<file path="src/rtl/serial_subtractor.sv">
// rtl/serial_subtractor.sv - digit-serial subtractor, diff = a - b, LSB digit first on a valid/ready stream
module serial_subtractor #(
  parameter int WIDTH = 32,
  parameter int DIGIT = 4
) (
  input  logic             clk,
  input  logic             rst_n,
  input  logic             in_valid,
  output logic             in_ready,
  input  logic [WIDTH-1:0] a,
  input  logic [WIDTH-1:0] b,
  output logic             out_valid,
  input  logic             out_ready,
  output logic [WIDTH-1:0] diff,
  output logic             borrow,
  output logic             ovf
);

  localparam int N  = WIDTH / DIGIT;
  localparam int CW = (N > 1) ? $clog2(N) : 1;

  if ((WIDTH % DIGIT) != 0) begin : g_bad_digit
    $error("serial_subtractor: WIDTH (%0d) must be a multiple of DIGIT (%0d)", WIDTH, DIGIT);
  end

  typedef enum logic [1:0] {
    IDLE = 2'd0,
    BUSY = 2'd1,
    DONE = 2'd2
  } state_t;

  state_t state, state_nxt;

  // Operands shift right one digit per cycle so the active digit is always at the bottom
  logic [WIDTH-1:0]       a_q, b_q;
  // Partial result; only copied to diff when complete, so no partial value is ever visible
  logic [WIDTH-1:0]       work_q, work_nxt;
  logic [WIDTH+DIGIT-1:0] work_cat;
  logic                   bin_q;
  logic [CW-1:0]          count;
  logic                   last;

  logic [DIGIT-1:0]       a_dig, b_dig, d_dig;
  logic                   br;
  logic                   bout;
  logic                   ovf_dig;

  assign a_dig = a_q[DIGIT-1:0];
  assign b_dig = b_q[DIGIT-1:0];
  assign last  = (count == CW'(N - 1));

  // DIGIT-bit ripple-borrow subtract of the current digit pair
  always_comb begin
    d_dig = '0;
    br    = bin_q;
    for (int i = 0; i < DIGIT; i++) begin
      d_dig[i] = a_dig[i] ^ b_dig[i] ^ br;
      br       = (~a_dig[i] & (b_dig[i] | br)) | (b_dig[i] & br);
    end
    bout = br;
  end

  // New digit enters at the top of the work register; after N digits it is fully aligned.
  // On the last digit the operand MSBs sit at the top of a_dig/b_dig, which gives ovf directly.
  always_comb begin
    work_cat = {d_dig, work_q};
    work_nxt = work_cat[WIDTH+DIGIT-1:DIGIT];
    ovf_dig  = (a_dig[DIGIT-1] != b_dig[DIGIT-1]) && (d_dig[DIGIT-1] != a_dig[DIGIT-1]);
  end

  // State register
  always_ff @(posedge clk or negedge rst_n) begin
    if (!rst_n) begin
      state <= IDLE;
    end else begin
      state <= state_nxt;
    end
  end

  // Next-state: accept in IDLE, N digit cycles in BUSY, hold in DONE until consumed
  always_comb begin
    state_nxt = state;
    case (state)
      IDLE:    if (in_valid)  state_nxt = BUSY;
      BUSY:    if (last)      state_nxt = DONE;
      DONE:    if (out_ready) state_nxt = IDLE;
      default:                state_nxt = IDLE;
    endcase
  end

  // Handshake outputs decoded from state
  always_comb begin
    in_ready  = 1'b0;
    out_valid = 1'b0;
    case (state)
      IDLE:    in_ready  = 1'b1;
      DONE:    out_valid = 1'b1;
      default: ;
    endcase
  end

  // Datapath: capture operands, step one digit per BUSY cycle, publish result on the last digit
  always_ff @(posedge clk or negedge rst_n) begin
    if (!rst_n) begin
      a_q    <= '0;
      b_q    <= '0;
      work_q <= '0;
      bin_q  <= 1'b0;
      count  <= '0;
      diff   <= '0;
      borrow <= 1'b0;
      ovf    <= 1'b0;
    end else begin
      case (state)
        IDLE: begin
          if (in_valid) begin
            a_q   <= a;
            b_q   <= b;
            bin_q <= 1'b0;
            count <= '0;
          end
        end
        BUSY: begin
          a_q    <= a_q >> DIGIT;
          b_q    <= b_q >> DIGIT;
          work_q <= work_nxt;
          bin_q  <= bout;
          count  <= last ? '0 : count + 1'b1;
          if (last) begin
            diff   <= work_nxt;
            borrow <= bout;
            ovf    <= ovf_dig;
          end
        end
        default: ;
      endcase
    end
  end

endmodule

</file>
<file path="config.mk">
export PLATFORM = sky130hd
export DESIGN_NAME = serial_subtractor
export DESIGN_NICKNAME = d
export VERILOG_FILES = /design/src/rtl/serial_subtractor.sv
export SDC_FILE = /design/constraint.sdc
export NUM_CORES = 1
export LEC_CHECK = 0
export ABC_AREA = 1
export ABC_CLOCK_PERIOD_IN_PS = 3150
export BUFFER_PORTS_ARGS = -buffer_cell sky130_fd_sc_hd__buf_2
export CORE_ASPECT_RATIO = 0.7
export CORE_MARGIN = 1
export CORE_UTILIZATION = 55
export CTS_BUF_LIST = sky130_fd_sc_hd__clkbuf_8
export DETAILED_ROUTE_END_ITERATION = 16
export HOLD_SLACK_MARGIN = 0.08
export MAX_ROUTING_LAYER = met4
export PLACE_DENSITY = 0.78
export SYNTH_ARGS = -nofsm -noshare
export SYNTH_HDL_FRONTEND = slang
export SYNTH_SLANG_ARGS = --single-unit
</file>
<file path="constraint.sdc">
create_clock -name clk -period 3.15 [get_ports clk]
set_input_delay 0.315 -clock clk [delete_from_list [all_inputs] [get_ports clk]]
set_output_delay 0.315 -clock clk [all_outputs]
set_load 0.05 [all_outputs]
</file>
==> flow_summary.ini <==
[drt]
drtIter0Drc = 373
drc = 0
routed_wl_mm = 13.1
vias_per_cell = 4.82
antenna_left = 0
drtPass1Iterations = 6
wire_per_inst_um = 12.6
vias = 4994

[worst_setup_path]
r2r_slack_ps = 770
required_ps = 3520
startpoint_type = register
cpLargestDelayFamily = adder cells
reg2regPathDepth = 12
critPathSlowestCell = fa_1
reg2reg_from = bin_q
critPathArrivalTime_ps = 2750
path_cells = inv_1 > fa_1 > inv_1 > fa_1 > fa_1 > inv_1 > fa_1 > inv_1 > nand3_1 > nand2_1 > nand2_1 > nand2_1
r2r-end = ovf
worst-path-max-fanout = 3
criticalPathCategory = register to register
slowest_delay_ps = 450
crit_path_end_kind = register
critPathBufInv = 4

[final_layout]
mostFrequentLayoutCell = nand2_1
syn_to_final_growth_pct = 15.2
multi_input_area_um2 = 2060
layout_common_cells = 246 x nand2_1, 150 x inv_1, 131 x dfrtp_1
insertedDiodeCount = 0
drive_above_1_share_pct = 17.1
fin_nets = 945
num-fill-cells = 965
register_area_um2 = 3300

[power]
p_seq_share_pct = 37.7
p_leak_nw = 4.12
p_int_mw = 4.32
power.share.clock_pct = 19.3
power_density_nw_per_um2 = 1070
p_sw_share_pct = 43.9
ir_drop_mv = 0.488
p_switching_mw = 3.38
power_frac_comb_pct = 43.1

[floorplanning]
fp-row-count = 32
initial_core_util_pct = 56.5
die_area_um2 = 11800
ios = 104
fp.dieH_um = 91
fp.dieW_um = 129
core_um2 = 11000

[sta]
worst_slew_pin_slew_ps = 992
hold_viol_final = 0
relSlewSlack_pct = 33.6
whs_ps = 113
finalSetupViolCount = 0
period_share_pct = 75.4
fin_crit_ps = 2380
slew_violations = 0
rsz0062_at_grt = no
fmax_mhz = 421
tns_ps = 0
fin_worst_skew_ps = 12.8

[synthesis]
syn-cell-area_um2 = 6220
netlist.area_leader.share_pct = 53.1
synth.area.top_cells = dfrtp_1 53%, nand2_1 15%, nand3_1 10%
ys_ff_latch = 132
yosysTopAreaCell = dfrtp_1
syn_inst = 783
synth_nets = 857
ys_warn_count = 0
seq_area_frac_synth_pct = 53.1
syn_avg_cell_area_um2 = 7.95
ys_types = 17

[placed_design]
hpwlAfterDp_mm = 8.28
place.gp.congestion = 0.777
port_buffers = 103

[clock_network]
clk_latency_ps = 440
cts_tree = yes
cts_num_sinks = 132
cts_setup_buffers = 0
numCtsBuffers = 17
h-tree-depth = 4
root_buffer = clkbuf_8
clockBufferDepth = 2
cts.clk_slew.worst_paths_ps = 70

[global_route]
grt_pass1_vias = 4520
grt_pass1_wl_mm = 22.0
overflow = 0
grt_max_degree = 90
grtUsageTotal_pct = 25.0
antenna_found_initial = 0

[run_status]
outcome = complete, no violations

[min_path]
hold_path.class = input pin to register
hp-start = b[28]
min_to = b_q[28]
min_path_cells = 3

[flow_run]
cap_violations = 0
## per-stage QoR
step                      utilization [%]  instance area, um2  setup WS (ps)  power, mW  std cells
after floorplan                         -                6220            970       5.51        783
after global placement               61.1                6730            880       6.12       1003
after detailed placement             61.1                6730            865       6.22       1003
after CTS                            65.1                7170            775       7.76       1036
after global routing                 65.1                7170            653       8.33       1036
final                                65.1                7170            773       7.70       1036
## metal layers
layer | wire length (um) | share of wire [%] | global-route usage, % | vias up
li1 | - | - | - | 2553
met2 | 5840 | 45 | 34.6 | 120
met4 | 129 | 0.99 | 5.98 | 0
met5 | 0 | 0 | - | -
met3 | 668 | 5.1 | 6.31 | 15
met1 | 6450 | 49 | 36.9 | 2306
## sequential cells by signal, summed over array words and instances, names as in the netlist
signal	flops
a_q	32
b_q	32
diff	32
work_q	28
count	3
state	2
bin_q	1
borrow	1
ovf	1
## area by class of cell
cell class | instances | share of cell area (%)
clock buffer | 21 | 4.03
clock inverter | 10 | 1.83
inverter | 150 | 7.85
multi-input combinational | 455 | 28.8
sequential | 132 | 46.1
tap | 153 | 2.67
timing repair buffer | 115 | 8.78
## cells in the mapped netlist, drive strengths merged
cell type / number
o21ai: 68
inv: 150
dfrtp: 132
ha: 2
nor2: 4
nand2: 250
o31ai: 1
clkbuf: 8
nand3: 126
buf: 38
fa: 4
## cells by family after synthesis
kind of cell	count (synthesis)	share of synthesized area, %
and+or+nand+nor	380	25.7
adders and majority gates	6	1.69
DFF	132	53.1
buffers and inverters	196	13.9
AOI/OAI and AO/OA	69	5.59
## power by group through the flow
stage / clock network [mW] / registers [mW] / logic, mW
CTS: 1.50 / 2.90 / 3.36
global route: 1.58 / 3.00 / 3.74
global placement: 0 / 2.88 / 3.24
floorplan: 0 / 3.43 / 2.08
finish: 1.48 / 2.90 / 3.32
detailed placement: 0 / 2.91 / 3.31
## worst reg2reg max path, delay by kind of cell (launching register included)
kind	cells	cell delay, ps
buffers and inverters	4	340
DFF	1	390
and+or+nand+nor	4	240
adders and majority gates	4	1350
## what timing repair did
| item | CTS | global route |
|---|---|---|
| hold buffers | 2 | 0 |
| resized for setup | 0 | 0 |
| setup endpoints to repair | 0 | 0 |
| hold endpoints to repair | 87 | 0 |
## worst max-delay path by stage
stage / from / to / depth (start not counted)
2_1_floorplan: b_q[0] / ovf / 12
3_3_place_gp: b_q[0] / ovf / 12
3_5_place_dp: bin_q / ovf / 12
4_1_cts: bin_q / ovf / 12
5_1_grt: bin_q / ovf / 12
6_report: bin_q / ovf / 12
Note: power is estimated with default switching activity, not from simulation.
